--- config.mk ---
export PLATFORM = sky130hd
export DESIGN_NAME = rx_capture_flat
export DESIGN_NICKNAME = d
export VERILOG_FILES = /design/src/rtl/hp2vga_pkg.sv /design/src/rtl/rx_capture_if.sv /design/src/rtl/pixel_packer.sv /design/src/rtl/rx_capture.sv /design/src/flat_wrapper.sv
export SDC_FILE = /design/constraint.sdc
export NUM_CORES = 1
export LEC_CHECK = 0
export ABC_AREA = 1
export BUFFER_PORTS_ARGS = -buffer_cell sky130_fd_sc_hd__buf_2
export CORE_UTILIZATION = 55
export CTS_BUF_LIST = sky130_fd_sc_hd__clkbuf_8
export DETAILED_ROUTE_END_ITERATION = 6
export PLACE_DENSITY_LB_ADDON = 0.15
export SETUP_SLACK_MARGIN = 0.05
export SYNTH_ARGS = -nofsm -noshare
export SYNTH_HDL_FRONTEND = slang
export SYNTH_SLANG_ARGS = --single-unit
--- constraint.sdc ---
create_clock -name CLK -period 1.85 [get_ports CLK]
set_clock_uncertainty 0.15 [all_clocks]
set_input_delay 0.37 -clock CLK [delete_from_list [all_inputs] [get_ports CLK]]
set_output_delay 0.37 -clock CLK [all_outputs]
set_load 0.01 [all_outputs]
--- src/rtl/hp2vga_pkg.sv ---
// Shared HP2VGA definitions: capture FSM states, default video geometry, BRAM shape.
package hp2vga_pkg;

  localparam int unsigned BRAM_AW = 14;
  localparam int unsigned BRAM_DW = 8;

  localparam int unsigned DEF_CLK_HZ    = 20_000_000;
  localparam int unsigned DEF_H_START   = 64;
  localparam int unsigned DEF_H_ACTIVE  = 512;
  localparam int unsigned DEF_V_START   = 16;
  localparam int unsigned DEF_V_ACTIVE  = 256;
  localparam logic [9:0]  DEF_THRESHOLD = 10'd512;

  typedef enum logic [2:0] {
    IDLE,
    VBLANK,
    HWAIT,
    ACTIVE,
    LDONE,
    FDONE
  } rx_state_e;

endpackage

--- src/rtl/rx_capture_if.sv ---
// BRAM write port between the capture stage and the line-buffer BRAM.
interface rx_capture_if;
  import hp2vga_pkg::*;

  logic [BRAM_AW-1:0] BRAM_ADDR;
  logic [BRAM_DW-1:0] BRAM_DIN;
  logic               BRAM_WE;

  modport master (output BRAM_ADDR, output BRAM_DIN, output BRAM_WE);
  modport slave  (input  BRAM_ADDR, input  BRAM_DIN, input  BRAM_WE);
endinterface

--- src/rtl/pixel_packer.sv ---
// Serial 1-bit pixel packer: MSB-first shift, registered byte with a one-cycle valid strobe.
module pixel_packer
  import hp2vga_pkg::*;
(
  input  logic               clk_i,
  input  logic               rst_ni,
  input  logic               clr_i,
  input  logic               shift_en_i,
  input  logic               bit_i,
  output logic [BRAM_DW-1:0] byte_o,
  output logic               valid_o
);
  localparam int unsigned CW = $clog2(BRAM_DW);

  logic [BRAM_DW-1:0] shift_q, shift_d;
  logic [BRAM_DW-1:0] byte_q;
  logic [CW-1:0]      cnt_q;
  logic               valid_q;
  logic               last;

  always_comb begin
    shift_d = {shift_q[BRAM_DW-2:0], bit_i};
    last    = (cnt_q == CW'(BRAM_DW - 1));
  end

  always_ff @(posedge clk_i or negedge rst_ni) begin
    if (!rst_ni) begin
      shift_q <= '0;
      byte_q  <= '0;
      cnt_q   <= '0;
      valid_q <= 1'b0;
    end else if (clr_i) begin
      shift_q <= '0;
      cnt_q   <= '0;
      valid_q <= 1'b0;
    end else if (shift_en_i) begin
      shift_q <= shift_d;
      cnt_q   <= cnt_q + 1'b1;
      valid_q <= last;
      if (last) byte_q <= shift_d;
    end else begin
      valid_q <= 1'b0;
    end
  end

  assign byte_o  = byte_q;
  assign valid_o = valid_q;
endmodule

--- src/rtl/rx_capture.sv ---
// HP scope video capture: sync time-base, active-window thresholding, byte packing into BRAM.
module rx_capture
  import hp2vga_pkg::*;
#(
  parameter int unsigned CLK_HZ    = DEF_CLK_HZ,
  parameter int unsigned H_START   = DEF_H_START,
  parameter int unsigned H_ACTIVE  = DEF_H_ACTIVE,
  parameter int unsigned V_START   = DEF_V_START,
  parameter int unsigned V_ACTIVE  = DEF_V_ACTIVE,
  parameter logic [9:0]  THRESHOLD = DEF_THRESHOLD
) (
  input  logic         CLK,
  input  logic         RST_N,
  input  logic         ENABLE,
  input  logic         O_HS,
  input  logic         O_VS,
  input  logic [9:0]   VIDEO,
  rx_capture_if.master bram,
  output logic         SYNC,
  output logic         LOCKED,
  output logic         PULSE_1HZ
);
  localparam int unsigned BPL = H_ACTIVE / 8;

  logic hs_q, hs_p_q, vs_q, vs_p_q, en_q;
  logic [9:0] video_q;
  logic hs_rise, vs_rise, pix_bit;

  rx_state_e state_q, state_d;
  logic shift_en, pk_clr, abort, line_adv, line_last;

  logic [15:0]        cnt_q, cnt_d, vcnt_q, vcnt_d, line_q, line_d;
  logic [BRAM_AW-1:0] addr_q, addr_d;
  logic               locked_q, locked_d, sync_q;
  logic [31:0]        hb_q, hb_d;

  logic [BRAM_DW-1:0] pk_byte;
  logic               pk_valid;

  always_ff @(posedge CLK or negedge RST_N) begin
    if (!RST_N) begin
      hs_q    <= 1'b0;
      hs_p_q  <= 1'b0;
      vs_q    <= 1'b0;
      vs_p_q  <= 1'b0;
      en_q    <= 1'b0;
      video_q <= '0;
    end else begin
      hs_q    <= O_HS;
      hs_p_q  <= hs_q;
      vs_q    <= O_VS;
      vs_p_q  <= vs_q;
      en_q    <= ENABLE;
      video_q <= VIDEO;
    end
  end

  always_comb begin
    hs_rise   = hs_q & ~hs_p_q;
    vs_rise   = vs_q & ~vs_p_q;
    pix_bit   = (video_q >= THRESHOLD);
    line_last = (line_q == 16'(V_ACTIVE - 1));
  end

  always_ff @(posedge CLK or negedge RST_N) begin
    if (!RST_N) state_q <= IDLE;
    else        state_q <= state_d;
  end

  // VS is checked first so it wins over a coincident HS edge in every state.
  always_comb begin
    state_d = state_q;
    if (vs_rise) begin
      state_d = VBLANK;
    end else begin
      case (state_q)
        IDLE:    state_d = IDLE;
        VBLANK:  if (hs_rise && vcnt_q == 16'(V_START - 1)) state_d = HWAIT;
        HWAIT:   if (cnt_q == 16'(H_START - 1)) state_d = ACTIVE;
        ACTIVE: begin
          if (hs_rise)                           state_d = line_last ? FDONE : HWAIT;
          else if (cnt_q == 16'(H_ACTIVE - 1))   state_d = LDONE;
        end
        LDONE:   if (hs_rise) state_d = line_last ? FDONE : HWAIT;
        FDONE:   state_d = FDONE;
        default: state_d = IDLE;
      endcase
    end
  end

  always_comb begin
    abort    = vs_rise && (state_q != IDLE) && (state_q != FDONE);
    line_adv = !vs_rise && hs_rise && (state_q == ACTIVE || state_q == LDONE);
    shift_en = (state_q == ACTIVE) && !vs_rise && !hs_rise;
    pk_clr   = abort || (state_q == ACTIVE && line_adv);
  end

  always_comb begin
    cnt_d    = cnt_q;
    vcnt_d   = vcnt_q;
    line_d   = line_q;
    addr_d   = addr_q;
    locked_d = locked_q;

    if (state_d != state_q)                           cnt_d = '0;
    else if (state_q == HWAIT || state_q == ACTIVE)   cnt_d = cnt_q + 16'd1;

    if (vs_rise)                                      vcnt_d = '0;
    else if (state_q == VBLANK && hs_rise)            vcnt_d = vcnt_q + 16'd1;

    if (vs_rise)       line_d = '0;
    else if (line_adv) line_d = line_q + 16'd1;

    // Address is latched alongside the 8th shift so it lines up with the packer's strobe.
    if (shift_en && cnt_q[2:0] == 3'd7)
      addr_d = BRAM_AW'(32'(line_q) * BPL + 32'(cnt_q >> 3));

    if (abort)                                        locked_d = 1'b0;
    else if (state_d == FDONE && state_q != FDONE)    locked_d = 1'b1;

    hb_d = (hb_q == CLK_HZ - 1) ? '0 : hb_q + 32'd1;
  end

  always_ff @(posedge CLK or negedge RST_N) begin
    if (!RST_N) begin
      cnt_q    <= '0;
      vcnt_q   <= '0;
      line_q   <= '0;
      addr_q   <= '0;
      locked_q <= 1'b0;
      sync_q   <= 1'b0;
      hb_q     <= '0;
    end else begin
      cnt_q    <= cnt_d;
      vcnt_q   <= vcnt_d;
      line_q   <= line_d;
      addr_q   <= addr_d;
      locked_q <= locked_d;
      sync_q   <= vs_rise;
      hb_q     <= hb_d;
    end
  end

  pixel_packer u_packer (
    .clk_i      (CLK),
    .rst_ni     (RST_N),
    .clr_i      (pk_clr),
    .shift_en_i (shift_en),
    .bit_i      (pix_bit),
    .byte_o     (pk_byte),
    .valid_o    (pk_valid)
  );

  assign bram.BRAM_ADDR = addr_q;
  assign bram.BRAM_DIN  = pk_byte;
  assign bram.BRAM_WE   = pk_valid & en_q;
  assign SYNC           = sync_q;
  assign LOCKED         = locked_q;
  assign PULSE_1HZ      = (hb_q == CLK_HZ - 1);
endmodule

--- src/flat_wrapper.sv ---
// flat-port wrapper written by rule: the top's interface ports become plain ports
module rx_capture_flat import hp2vga_pkg::*;
#(
  parameter int unsigned CLK_HZ    = DEF_CLK_HZ,
  parameter int unsigned H_START   = DEF_H_START,
  parameter int unsigned H_ACTIVE  = DEF_H_ACTIVE,
  parameter int unsigned V_START   = DEF_V_START,
  parameter int unsigned V_ACTIVE  = DEF_V_ACTIVE,
  parameter logic [9:0]  THRESHOLD = DEF_THRESHOLD
)
  (CLK, RST_N, ENABLE, O_HS, O_VS, VIDEO, SYNC, LOCKED, PULSE_1HZ, bram_BRAM_ADDR, bram_BRAM_DIN, bram_BRAM_WE);
  rx_capture_if bram_i ();
  input  logic CLK;
  input  logic RST_N;
  input  logic ENABLE;
  input  logic O_HS;
  input  logic O_VS;
  input  logic [9:0] VIDEO;
  output logic SYNC;
  output logic LOCKED;
  output logic PULSE_1HZ;
  output wire logic [$bits(bram_i.BRAM_ADDR)-1:0] bram_BRAM_ADDR;
  output wire logic [$bits(bram_i.BRAM_DIN)-1:0] bram_BRAM_DIN;
  output wire logic [$bits(bram_i.BRAM_WE)-1:0] bram_BRAM_WE;
  assign bram_BRAM_ADDR = bram_i.BRAM_ADDR;
  assign bram_BRAM_DIN = bram_i.BRAM_DIN;
  assign bram_BRAM_WE = bram_i.BRAM_WE;
  rx_capture #(.CLK_HZ(CLK_HZ), .H_START(H_START), .H_ACTIVE(H_ACTIVE), .V_START(V_START), .V_ACTIVE(V_ACTIVE), .THRESHOLD(THRESHOLD)) u_core (.CLK(CLK), .RST_N(RST_N), .ENABLE(ENABLE), .O_HS(O_HS), .O_VS(O_VS), .VIDEO(VIDEO), .bram(bram_i), .SYNC(SYNC), .LOCKED(LOCKED), .PULSE_1HZ(PULSE_1HZ));
endmodule
=== After elaboration in Yosys (flattened, before gate mapping) ===
Index checks and enable logic that the tools add are counted.

* Flip-flop bits (word level): 133
* Input bits: 15
* Output and inout port bits: 26
* Logic and storage cells: 92

* Add/sub/neg operators: 6
* $lt $le $gt $ge: 1
* Equality and inequality tests: 15
* Mux-type cells: 23
* Bitwise gates (word level): 6
* Reductions and logical operators: 23

{| class="wikitable"
|+ Operator list
! cell !! number
|-
| $mux 16 || 6
|-
| $add 16x1->16 const B || 3
|-
| $add 32x1->32 const B || 1
|-
| $eq 32x25->1 const B || 1
|-
| $mux 32 || 1
|-
| $mux 3 || 9
|-
| $eq 16x4->1 const B || 1
|-
| $eq 16x6->1 const B || 1
|-
| $eq 16x8->1 const B || 1
|-
| $eq 16x9->1 const B || 1
|-
| $eq 3x3->1 const B || 5
|-
| $pmux 3 s5 || 1
|-
| $add 14x13->14 || 1
|-
| $mux 7 || 2
|-
| $logic_and 1x1->1 || 11
|-
| $ge 10x10->1 const B || 1
|-
| $reduce_bool 2->1 || 5
|-
| $eq 3x2->1 const B || 2
|-
| $mux 1 || 4
|-
| $add 3x1->3 const B || 1
|-
| $and 1x1->1 || 3
|-
| $eq 3x1->1 const B || 1
|-
| $logic_or 1x1->1 || 3
|-
| $ne 3x3->1 || 1
|-
| 5 further kinds || 8
|}

=== Depth between registers and ports, before layout ===
Gate-level depths: netlist (run 1).

* Depth in word-level cells: 10
* Mapped depth: 14
* Gate-level depth less buffers: 13

=== Cells and area by module ===
Synthesis (run 1) repeated with hierarchy kept, for this count alone.

* Cell total of the unflattened synthesis: 824
* Area, all modules: 6799.0 um^2

{| class="wikitable"
|+ By module, submodules not included
! module !! times used !! cells each !! area an instance (um^2) !! sequential area each (um^2)
|-
| rx_capture || 1 || 741 || 5979.5 || 2627.5
|-
| pixel_packer || 1 || 83 || 819.5 || 475.5
|}

=== Worst setup path after synthesis (run 1) ===
Ideal clock, no wire load.

* Kind: reg-to-reg
* Start point: reg u_core.hb_q[0]
* End point: reg u_core.hb_q[22]
* Setup time: 0.120 ns
* Data arrival time: 1.685 ns
* Data required time: 1.580 ns
* Path slack: -0.104 ns
* Stages on the path, launching flop included: 13
* Path buffers: 0
* Period minus slack after synthesis: 1.954 ns
* Cell sequence: dfrtp_1 -> ha_1 -> nand2_1 -> nor2_2 -> nand2_1 -> nor2_2 -> nand3_1 -> inv_2 -> nand4_1 -> nor2_2 -> a21oi_1 -> o21ai_0 -> inv_1

* Cells in the longest elaborated chain, start to end: 2
* Elaborated cells on any way between the ends: 3
* Classes of those cells: add/sub (1); eq/ne (1); mux (1)

{| class="wikitable"
|+ RTL lines
! item !! line !! RTL
|-
| start, declared || rx_capture.sv:35 || <nowiki>logic [31:0] hb_q, hb_d;</nowiki>
|-
| start signal, assigned || rx_capture.sv:132 || <nowiki>hb_q <= '0;</nowiki>
|-
| start signal, assigned || rx_capture.sv:140 || <nowiki>hb_q <= hb_d;</nowiki>
|-
| $add 32x1->32 / $eq 32x25->1 (equally long branches) || rx_capture.sv:121 || <nowiki>hb_d = (hb_q == CLK_HZ - 1) ? '0 : hb_q + 32'd1;</nowiki>
|-
| $mux 32 * || rx_capture.sv:121 ||
|-
| named net u_core.hb_d[22] || rx_capture.sv:35 ||
|}

The timed path passes the listed nets; every way through them passes the cells marked *.
A chain may end at the register's enable or synchronous reset.

=== Final worst setup path (run 1) ===
* Start point: reg u_core.hb_q[1]
* End point: out PULSE_1HZ

* Cells in the longest elaborated chain, start to end: 1

{| class="wikitable"
|+ RTL lines
! item !! line !! RTL
|-
| $eq 32x25->1 || rx_capture.sv:159 || <nowiki>assign PULSE_1HZ = (hb_q == CLK_HZ - 1);</nowiki>
|-
| end, declared || flat_wrapper.sv:21 || <nowiki>output logic PULSE_1HZ;</nowiki>
|}

Every way passes these cells.

==> results of run 1 <==
==> synth_stat cells (all sizes together), types with 3 or more instances <==
library cell	n
xnor2	6
o21a	3
a31oi	3
o22ai	7
nor4	9
a21oi	36
xor2	29
nand4	18
nand3	62
nor2	102
ha	14
inv	123
nor3	33
nand2	158
o21ai	47
dfrtp	124
clkbuf	7
==> state kept, by name (all words and copies together) (netlist names), 3 cells and up <==
| name | flops |
|---|---|
| u_core.cnt_q | 16 |
| u_core.hb_q | 32 |
| u_core.vcnt_q | 16 |
| u_core.bram.BRAM_ADDR | 14 |
| u_core.u_packer.byte_o | 8 |
| u_core.u_packer.shift_q | 7 |
| u_core.state_q | 3 |
| u_core.line_q | 16 |
| u_core.u_packer.cnt_q | 3 |
==> cell type report <==
class | count | area [sq um]
Sequential cell | 124 | 3113
Multi-Input combinational cell | 544 | 3846
Clock buffer | 19 | 261.5
Timing Repair Buffer | 213 | 1723
Clock inverter | 11 | 127.6
Tap cell | 143 | 178.9
Fill cell | 622 | 1780
Inverter | 124 | 485.5
==> per-layer routing <==
metal	global-route usage [%]	up-vias
met5	0	-
met4	12.34	0
met3	7.217	65
met2	51.21	216
met1	35.73	3134
li1	-	3041
==> power by group <==
part	leakage (uW)	total (uW)	switching, uW	internal (uW)
combinational	0.00288	462	264	199
sequential	0.00168	2800	48.6	2750
clock	0.000213	2420	1060	1360
total	0.00477	5690	1380	4310
==> metrics by stage <==
step / TNS [ps] / power, uW
5_1_grt: -11060 / 5870
2_1_floorplan: -79.21 / 2938
3_5_place_dp: -4083 / 3108
4_1_cts: -3215 / 5598
3_3_place_gp: -1906 / 3091
6_report: -5506 / 5687
==> cells by family (layout without fill, tap and decap cells) <==
kind of cell / count (synthesis) / count (layout)
simple gates: 387 / 387
fa+ha+maj: 15 / 15
flops: 124 / 124
buf+inv: 133 / 367
compound gates: 105 / 105
mux: 2 / 2
xor+xnor: 35 / 35
==> how the worst max path moves through the flow <==
stage | startpoint | to | slack [ps] | depth (start not counted)
final | u_core.hb_q[1] | PULSE_1HZ | -420 | 6
after global routing | u_core.hb_q[0] | PULSE_1HZ | -500 | 6
after CTS | u_core.hb_q[18] | PULSE_1HZ | -380 | 6
after detailed placement | u_core.cnt_q[0] | u_core.cnt_q[5] | -220 | 13
after global placement | u_core.cnt_q[0] | u_core.cnt_q[4] | -110 | 13
after floorplan | u_core.hb_q[0] | u_core.hb_q[22] | -40 | 12
==> cells in the final DEF (no fill, tap or decap), types with 7 or more instances in the layout <==
master and instances:
nor3_4 8, buf_6 31, buf_4 142, inv_2 11, nor2_4 36, o21ai_0 21
nor3_2 7, nand2_1 116, nor2_1 54, nand3_4 9, clkbuf_8 19, a21oi_2 12
buf_2 30, dfrtp_2 8, nand4_1 18, dfrtp_1 116, xor2_1 27, o21ai_2 7
nand2_2 25, nor3_1 18, nand2_4 16, nor2_2 11, nand3_1 40, o22ai_2 7
a21oi_1 23, nand3_2 13, o21ai_1 18, inv_1 109
==> repair_timing <==
| action | in CTS | in global routing |
|---|---|---|
| endpoints found under the hold margin | 128 | 0 |
| setup endpoints to repair | 66 | 97 |
| pin swaps | 56 | 67 |
| hold buffers | 5 | 0 |
| buffers inserted | 48 | 25 |
| resized for setup | 122 | 147 |
| gates cloned | 1 | 0 |
==> reports/results.md, run 1 <==
| Group | Metric | Value |
| --- | --- | --- |
| worst setup path | Length in cells of the worst reg-to-reg path | 14 |
| route | Met2 layer wire length in the routed design | 10.13 mm |
| timing | Number of failing setup endpoints in the final timing report | 38 |
| placed design | Worst slack at placement | -224.8 ps |
| logic synthesis | Proportion of register bits with asynchronous set or reset after synthesis | 100.0% |
| route | Drt via density | 5.480 |
| logic synthesis | Share of synthesized cell area in and, or, nand and nor gates | 28.16% |
| power | Cell leakage power | 0.004772 uW |
| route | Average detailed-routed wire length per instance | 16.43 um |
| route | Iteration-0 DRC Markers | 547 |
| timing | Post-route setup slack | -420.8 ps |
| route | Post-route antenna net violation count | 0 |
| status | Failing checks | design-rule violations, negative setup slack |
| logic synthesis | Post-synthesis instance total | 801 |
| power | Worst IR Drop VDD | 0.8643 mV |
| power | Power per standard cell area | 584.2 nW/um^2 |
| logic synthesis | Dominant combinational cell family by area after synthesis | simple AND/OR/NAND/NOR gates |
| route | Final routed wirelength across all metal layers | 19.36 mm |
| cells and area | Share of layout cells above drive strength 1 | 42.22% |
| die | Starting density of the core | 56.95% |
| worst setup path | Endpoint of the worst register-to-register path | u_core.hb_q[26] |
| placed design | Detailed Place HPWL | 11.24 mm |
| timing | Final min period | 2271 ps |
| timing | RSZ-0062 raised after global routing | yes |
| cells and area | Final net count | 1054 |
| global routing | Overflow after GRT | 0 |
| clock tree | Sink Count | 124 |
| status | Outcome | finished, violations left |
| placed design | Number of port buffers | 31 |
| worst setup path | Critical-path cell list | ha_2 -> nand2_2 -> nor2_4 -> nand2_4 -> nor3_4 -> buf_2 |
| cells and area | Layout overhead on the synthesized area | 48.44% |
| clock tree | Clock tree from TritonCTS | built |
| route | Metal1 wirelength | 7.815 mm |
| logic synthesis | Mux share of post-synthesis cell area | 0.3052% |
| die | Core region area | 11520 sq um |
| logic synthesis | Yosys Warn Count | 0 |
| cells and area | Final cell area excluding filler cells | 9736 sq um |
| worst setup path | Critical Path End Type | output pin |
| cells and area | Number of antenna diodes | 0 |
| logic synthesis | Cell accounting for the most synthesized area | dfrtp_1 |
| logic synthesis | Area fraction in compound gates after synthesis | 8.833% |
| worst setup path | Sort of element at the start of the critical path | flop |
| logic synthesis | Largest cells by area after synthesis | dfrtp_1 (47%), nand2_1 (8.5%), inv_1 (6.6%) |
| worst hold path | Worst Hold Class | primary input to asynchronous set/reset pin |
| die | Chip Height | 111.2 um |
| worst setup path | Type of the worst setup path | flop to output pin |
| worst setup path | Register-to-register setup slack | -270 ps |
| worst setup path | RR Startpoint | u_core.hb_q[1] |
| timing | Hold Vio Cnt, Final | 0 |
| route | Number of iterations in the first detailed-routing pass | 7 |
| logic synthesis | Proportion of synthesized chip area in sequential cells | 47.31% |
| worst setup path | Longest individual stage delay on the worst path | 360 ps |
| clock tree | Clk slew on worst S/H paths | 70 ps |
| logic synthesis | Avg Synthesized Cell Area | 8.188 sq um |
| placed design | GP Congestion | 0.8748 |
| clock tree | H-tree depth | 4 |
| logic synthesis | Count of cell types in the netlist | 45 |
| clock tree | Number of CTS-inserted buffers | 17 |
| die | Row count | 39 |
| flow run | Max capacitance violation total | 0 |
| logic synthesis | Post-Synth Adder-Cell Area | 2.976% |
| timing | Final hold slack | 160.4 ps |
| worst setup path | Crit Path Max Fanout | 4 |
| global routing | Initial antenna violation count | 0 |
| worst setup path | Worst endpoint required time | 1330 ps |
| timing | Pin slew with the least headroom to its limit | 392.9 ps |
| worst setup path | Max stage delay cell, worst path | dfrtp_1 |
| route | DRC violations left | 4 |
| timing | Final critical-path share of the clock period | 122.7% |
| logic synthesis | Most used DFF post-synth | dfrtp_1 |
| die | Width of the die | 111.2 um |
| route | Top Metal Used | met4 |
| global routing | First-pass GRT wire length | 29.30 mm |
| logic synthesis | Top cell type's share of synthesized area | 47.31% |
| placed design | Placed Cells | 1083 |
| route | Routed via count | 6456 |
| timing | Highest Clock Rate | 0.4404 GHz |
| worst setup path | Data arrival time of the critical path | 1750 ps |
| logic synthesis | Number of synthesized register bits | 124 |
| worst setup path | Crit-path leading delay family | simple AND/OR/NAND/NOR gates |
| placed design | Placed inst area | 7794 sq um |
| clock tree | Maximum root-to-sink buffer count | 2 |
| route | Met3 wire len | 901 um |
| logic synthesis | Area of the mapped netlist | 6559 sq um |
| clock tree | Insertion delay of the later-clocked pin in the worst-skew pair | 460 ps |
| global routing | Total global-route track usage | 29.79% |
| worst setup path | Count of buffering cells on the critical path with inverters included | 1 |
| die | Number of top-level design ports | 41 |
| logic synthesis | Synthesized net count | 831 |
| logic synthesis | Xor and xnor fraction of the mapped netlist area | 4.674% |
| cells and area | Non-filler instance count after layout | 1178 |
| clock tree | Clock Root Buffer | clkbuf_8 |
| logic synthesis | Number of synthesized flops with an enable pin | 0 |
| die | Floorplan die area | 12370 sq um |
| global routing | Maximum number of pins on one net before global-route repair | 58 |
| timing | Number of pins with negative max-slew slack in the final report | 0 |
| timing | Relative slew margins | 73.56% |
| cells and area | Utilization after layout | 84.54% |
| global routing | Via count of the first global-routing pass | 6428 |
Note: power is estimated with default switching activity, not from simulation.
==> run 2: changes to the inputs <==
==> constraint.sdc (replaced) <==
create_clock -name CLK -period 2.3 [get_ports CLK]
set_clock_uncertainty 0.15 [all_clocks]
set_input_delay 0.46 -clock CLK [delete_from_list [all_inputs] [get_ports CLK]]
set_output_delay 0.46 -clock CLK [all_outputs]
set_load 0.01 [all_outputs]
==> reports/results.md, run 2 (synthesized netlist as in run 1, its figures left out) <==
| Group | Metric | Value |
| --- | --- | --- |
| status | Outcome | finished, violations left |
| status | Failing checks | design-rule violations, negative setup slack |
| power | Sequential group share of total power | 53.0% |
| power | Part of the power in the clock network | 42.8% |
| clock tree | Clock tree from TritonCTS | built |
| timing | Number of failing setup endpoints in the final timing report | 1 |
| route | DRC violations left | 8 |
| global routing | First-pass GRT wire length | 23.80 mm |
| power | Design internal power | 3132 uW |
| cells and area | Layout overhead on the synthesized area | 17.13% |
| worst setup path | Type of the worst setup path | flop to output pin |
| die | Chip Height | 111.2 um |
| timing | Final-layout setup total negative slack | -23.25 ps |
| timing | Final critical-path share of the clock period | 101.0% |
| placed design | Placed inst area | 6993 sq um |
| clock tree | Maximum root-to-sink buffer count | 2 |
| route | Drt via density | 5.324 |
| power | Worst IR Drop VDD | 0.4846 mV |
| cells and area | Share of layout cells above drive strength 1 | 19.02% |
| power | Relative contribution of combinational cells to total power | 4.2% |
| cells and area | Number of antenna diodes | 0 |
| power | Overall Power | 4229 uW |
| route | Post-route antenna net violation count | 0 |
| cells and area | Final cell area excluding filler cells | 7682 sq um |
| global routing | Overflow after GRT | 0 |
| power | Fraction of power spent switching nets | 25.94% |
| worst setup path | Crit-path leading delay family | simple AND/OR/NAND/NOR gates |
| global routing | Via count of the first global-routing pass | 5335 |
| worst setup path | Critical-path cell list | nor4_2 -> nand3_1 -> nor3_4 -> buf_2 |
| die | Number of top-level design ports | 41 |
| clock tree | Insertion delay of the later-clocked pin in the worst-skew pair | 440 ps |
| clock tree | Number of CTS-inserted buffers | 17 |
| timing | RSZ-0062 raised after global routing | yes |
| cells and area | Commonest cells after routing, fill and taps aside | nand2_1 (146), dfrtp_1 (118), inv_1 (115), nor2_1 (76), nand3_1 (56) |
| power | Total net switching power | 1097 uW |
| worst setup path | Longest individual stage delay on the worst path | 430 ps |
| global routing | Initial antenna violation count | 0 |
| route | Average detailed-routed wire length per instance | 13.15 um |
| global routing | Maximum number of pins on one net before global-route repair | 74 |
| timing | Hold Vio Cnt, Final | 0 |
| worst setup path | Data arrival time of the critical path | 1710 ps |
| cells and area | Most frequent standard cell in the layout excluding fill and tap cells | nand2_1 |
| timing | Pin slew with the least headroom to its limit | 443.8 ps |
| route | Number of iterations in the first detailed-routing pass | 7 |
| cells and area | Final net count | 916 |
| power | Cell leakage power | 0.003798 uW |
| clock tree | Sink Count | 124 |
| timing | Relative slew margins | 70.34% |
| die | Core region area | 11520 sq um |
| die | Starting density of the core | 56.95% |
| global routing | Total global-route track usage | 23.90% |
| power | Power per standard cell area | 550.5 nW/um^2 |
| flow run | Max capacitance violation total | 0 |
| cells and area | Number of flip-flops under the largest register name | 32 |
| placed design | Number of port buffers | 31 |
| worst setup path | Worst endpoint required time | 1690 ps |
| worst hold path | Worst Hold Class | flop to flop |
| route | Routed via count | 5548 |
| timing | Post-route setup slack | -23.25 ps |
| placed design | Detailed Place HPWL | 9.897 mm |
| placed design | GP Congestion | 0.8984 |
| worst setup path | Crit Path Max Fanout | 2 |
| worst setup path | Count of buffering cells on the critical path with inverters included | 1 |
| clock tree | Clock Root Buffer | clkbuf_8 |
| die | Floorplan die area | 12370 sq um |
| worst setup path | Max stage delay cell, worst path | dfrtp_2 |
| die | Width of the die | 111.2 um |
| worst setup path | Critical Path End Type | output pin |
| cells and area | Top reg by flops | u_core.hb_q |
| die | Row count | 39 |
| route | Iteration-0 DRC Markers | 448 |
| timing | Highest Clock Rate | 0.4304 GHz |
| placed design | Worst slack at placement | 63.19 ps |
| clock tree | H-tree depth | 4 |
| timing | Final min period | 2323 ps |
| worst setup path | Sort of element at the start of the critical path | flop |
| clock tree | Clk slew on worst S/H paths | 80 ps |
| route | Final routed wirelength across all metal layers | 13.70 mm |
| timing | Number of pins with negative max-slew slack in the final report | 0 |
[run 2: cell count changes in the layout (fill, tap and decap cells not counted), sizes merged]
| cell | previous run | this run |
|---|---|---|
| buf | 208 | 69 |
| clkinvlp | 0 | 6 |
| clkinv | 7 | 3 |
| inv | 125 | 129 |
| bufinv | 3 | 1 |
| clkbuf | 19 | 17 |
| nand3 | 62 | 63 |
[run 2: power groups by stage]
stage,registers [uW],logic (uW),clock network [uW]
floorplan,2280,87.2,0
global placement,2280,163,0
detailed placement,2280,168,0
CTS,2240,175,1850
global route,2250,206,1940
finish,2240,177,1810
[run 2: final cells by class]
| class | count | area, sq um |
|---|---|---|
| flip-flops and latches | 124 | 3110 |
| multi-input cells | 545 | 3050 |
| inverters | 124 | 465.4 |
| clock buffers | 17 | 234.0 |
| clock inverters | 15 | 137.6 |
| fillers | 979 | 3834 |
| well taps | 143 | 178.9 |
| repair buffers | 74 | 505.5 |
[run 2: stage by stage]
stage	hold WS, ps	util (%)	std cells
2_1_floorplan	14.41	-	801
3_3_place_gp	212.4	60.72	983
3_5_place_dp	213.9	60.72	983
4_1_cts	230.5	65.66	1035
5_1_grt	259.0	66.71	1042
6_report	230.4	66.71	1042
[run 2: worst register-to-register path: stages, from the launching register on]
cell and delay (ps):
dfrtp_1 370, ha_2 190, nand2_2 80, nor2_4 140, buf_4 150, nand4_1 100
nor2_1 170, nand3_1 140, nor3_1 290, a21oi_1 110, o21a_1 120
[run 2: path summary, 6_finish.rpt]
check	start	end	slack, ps	cells after the start
setup / recovery	u_core.hb_q[14]	PULSE_1HZ	-20	4
hold / removal	u_core.vs_q	u_core.vs_p_q	230	0
setup reg to reg	u_core.hb_q[1]	u_core.hb_q[30]	190	10
hold reg to reg	u_core.vs_q	u_core.vs_p_q	230	0
max in group asynchronous	RST_N	u_core.cnt_q[9]	1000	3
min in group asynchronous	RST_N	u_core.bram.BRAM_ADDR[0]	300	2
[run 2: layer usage]
layer	up-vias	GRT usage (%)	wire, um	share of wire, %
li1	2785	-	-	-
met1	2642	30.43	6325	46
met2	103	40.29	6634	48
met3	18	5.413	543	4.0
met4	0	7.928	197	1.4
met5	-	0	0	0
[run 2: repair_timing]
item / in CTS / in global routing
setup buffers: 15 / 6
pin swaps: 4 / 4
endpoints found under the hold margin: 26 / 0
hold buffers: 5 / 0
setup endpoints to repair: 2 / 23
cloned: 0 / 1
gates resized for setup: 11 / 17
==> run 3: changes to the inputs <==
--- a/config.mk
+++ b/config.mk
@@ -8,9 +8,8 @@
 export ABC_AREA = 1
 export BUFFER_PORTS_ARGS = -buffer_cell sky130_fd_sc_hd__buf_2
 export CORE_UTILIZATION = 55
-export CTS_BUF_LIST = sky130_fd_sc_hd__clkbuf_8
 export DETAILED_ROUTE_END_ITERATION = 6
-export PLACE_DENSITY_LB_ADDON = 0.15
+export PLACE_DENSITY = 0.7
 export SETUP_SLACK_MARGIN = 0.05
 export SYNTH_ARGS = -nofsm -noshare
 export SYNTH_HDL_FRONTEND = slang
==> constraint.sdc (replaced) <==
create_clock -name CLK -period 2.26 [get_ports CLK]
set_clock_uncertainty 0.15 [all_clocks]
set_input_delay 0.452 -clock CLK [delete_from_list [all_inputs] [get_ports CLK]]
set_output_delay 0.452 -clock CLK [all_outputs]
set_load 0.01 [all_outputs]
==> reports/results.md, run 3 (synthesized netlist as in run 1, its figures left out) <==
| Group | Metric | Value |
| --- | --- | --- |
| clock tree | Sink Count | 124 |
| placed design | Number of port buffers | 31 |
| power | Worst IR Drop VDD | 0.5662 mV |
| worst setup path | Data arrival time of the critical path | 1650 ps |
| power | Relative contribution of combinational cells to total power | 3.6% |
| power | Design internal power | 4022 uW |
| power | Total net switching power | 1121 uW |
| cells and area | Top reg by flops | u_core.hb_q |
| power | Part of the power in the clock network | 51.9% |
| die | Number of top-level design ports | 41 |
| power | Sequential group share of total power | 44.4% |
| clock tree | Number of CTS-inserted buffers | 17 |
| die | Starting density of the core | 56.95% |
| timing | Final min period | 2255 ps |
| worst setup path | Crit-path leading delay family | simple AND/OR/NAND/NOR gates |
| worst setup path | Longest individual stage delay on the worst path | 350 ps |
| die | Chip Height | 111.2 um |
| timing | Relative slew margins | 62.31% |
| global routing | Total global-route track usage | 24.58% |
| clock tree | H-tree depth | 4 |
| worst setup path | Max stage delay cell, worst path | dfrtp_1 |
| die | Width of the die | 111.2 um |
| worst setup path | Critical Path End Type | output pin |
| worst setup path | Critical-path cell list | ha_2 -> nand2_2 -> nor2_4 -> nand2_4 -> nor3_4 -> buf_2 |
| clock tree | Clk slew on worst S/H paths | 50 ps |
| route | Final routed wirelength across all metal layers | 14.36 mm |
| placed design | Placed Cells | 985 |
| route | Post-route antenna net violation count | 0 |
| flow run | Max capacitance violation total | 0 |
| clock tree | Clock tree from TritonCTS | built |
| timing | Number of pins with negative max-slew slack in the final report | 0 |
| worst hold path | Worst Hold Class | flop to flop |
| cells and area | Non-filler instance count after layout | 1044 |
| route | Number of iterations in the first detailed-routing pass | 7 |
| power | Power per standard cell area | 645.0 nW/um^2 |
| die | Core region area | 11520 sq um |
| timing | Highest Clock Rate | 0.4435 GHz |
| route | Average detailed-routed wire length per instance | 13.75 um |
| cells and area | Most frequent standard cell in the layout excluding fill and tap cells | nand2_1 |
| power | Fraction of power spent switching nets | 21.80% |
| clock tree | Maximum root-to-sink buffer count | 2 |
| route | Routed via count | 5563 |
| timing | Hold Vio Cnt, Final | 0 |
| global routing | First-pass GRT wire length | 24.38 mm |
| status | Failing checks | design-rule violations |
| route | DRC violations left | 6 |
| timing | Number of failing setup endpoints in the final timing report | 0 |
| timing | Final critical-path share of the clock period | 99.77% |
| cells and area | Utilization after layout | 69.24% |
| cells and area | Final net count | 918 |
| route | Iteration-0 DRC Markers | 336 |
| worst setup path | Worst endpoint required time | 1660 ps |
| worst setup path | Type of the worst setup path | flop to output pin |
| global routing | Initial antenna violation count | 0 |
| global routing | Overflow after GRT | 0 |
| cells and area | Number of flip-flops under the largest register name | 32 |
| global routing | Via count of the first global-routing pass | 5475 |
| worst setup path | Crit Path Max Fanout | 4 |
| timing | RSZ-0062 raised after global routing | yes |
| cells and area | Commonest cells after routing, fill and taps aside | nand2_1 (141), dfrtp_1 (119), inv_1 (113), nor2_1 (73), nand3_1 (54) |
| status | Outcome | finished, violations left |
| clock tree | Clock Root Buffer | clkbuf_16 |
| placed design | GP Congestion | 0.9004 |
| die | Floorplan die area | 12370 sq um |
| clock tree | Insertion delay of the later-clocked pin in the worst-skew pair | 420 ps |
| die | Row count | 39 |
| worst setup path | Sort of element at the start of the critical path | flop |
| route | Drt via density | 5.329 |
| cells and area | Number of antenna diodes | 0 |
| placed design | Detailed Place HPWL | 9.999 mm |
| global routing | Maximum number of pins on one net before global-route repair | 53 |
| cells and area | Share of layout cells above drive strength 1 | 20.75% |
| timing | Pin slew with the least headroom to its limit | 561.1 ps |
| worst setup path | Count of buffering cells on the critical path with inverters included | 1 |
| cells and area | Layout overhead on the synthesized area | 21.58% |
| power | Cell leakage power | 0.003929 uW |
run 3: what timing repair did:
item / CTS / global route
endpoints found under the setup margin: 3 / 25
hold buffers: 5 / 0
resized for setup: 16 / 28
buffers inserted: 13 / 8
pin swaps: 6 / 13
cloned: 1 / 0
hold endpoints to repair: 91 / 0
run 3: worst register-to-register path: stages, from the launching register on:
cell     delay (ps)
dfrtp_1         350
ha_2            200
nand2_2          80
nor2_4          140
buf_4           150
nand4_1         100
nor2_1          200
buf_4           170
nand4_1         110
o31ai_1         240
a21oi_1          90
run 3: power groups by stage:
stage | Combinational [uW] | Clock [uW] | Sequential (uW)
2_1_floorplan | 88.8 | 0 | 2320
3_3_place_gp | 170 | 0 | 2320
3_5_place_dp | 179 | 0 | 2320
4_1_cts | 186 | 2720 | 2280
5_1_grt | 218 | 2800 | 2290
6_report | 188 | 2670 | 2290
run 3: through the flow:
step	TNS, ps	cell area (sq um)	hold WS [ps]	setup WS [ps]	power (uW)
3_3_place_gp	0	7020	149.9	124.4	2491
6_report	0	7974	227.3	5.308	5143
2_1_floorplan	0	6559	6.409	270.0	2405
4_1_cts	-25.43	7814	232.0	-25.43	5193
3_5_place_dp	0	7020	150.1	40.18	2501
5_1_grt	-89.84	7974	249.0	-89.84	5309
run 3: area by class of cell:
| class | instances | area [sq um] |
|---|---|---|
| inverter | 124 | 465.4 |
| clock buffer | 22 | 474.2 |
| clock inverter | 10 | 115.1 |
| timing repair buffer | 76 | 533.0 |
| sequential | 124 | 3109 |
| fill | 900 | 3542 |
| tap | 143 | 178.9 |
| multi-input combinational | 545 | 3098 |
run 3: worst paths after layout:
path,start,endpoint,slack [ps],cells past startpoint
max in group asynchronous,RST_N,u_core.hb_q[12],1130,3
max reg2reg,u_core.hb_q[0],u_core.hb_q[24],160,10
min,u_core.hs_q,u_core.hs_p_q,230,0
max,u_core.hb_q[0],PULSE_1HZ,5,6
min in group asynchronous,RST_N,u_core.u_packer.byte_o[1],270,2
min reg2reg,u_core.hs_q,u_core.hs_p_q,230,0
run 3: layer usage:
layer	vias to the layer above	track usage, %	routed length (um)
met2	123	41.00	7226
met3	23	5.085	511
met4	0	10.90	226
met5	-	0	0
met1	2631	30.87	6394
li1	2786	-	-
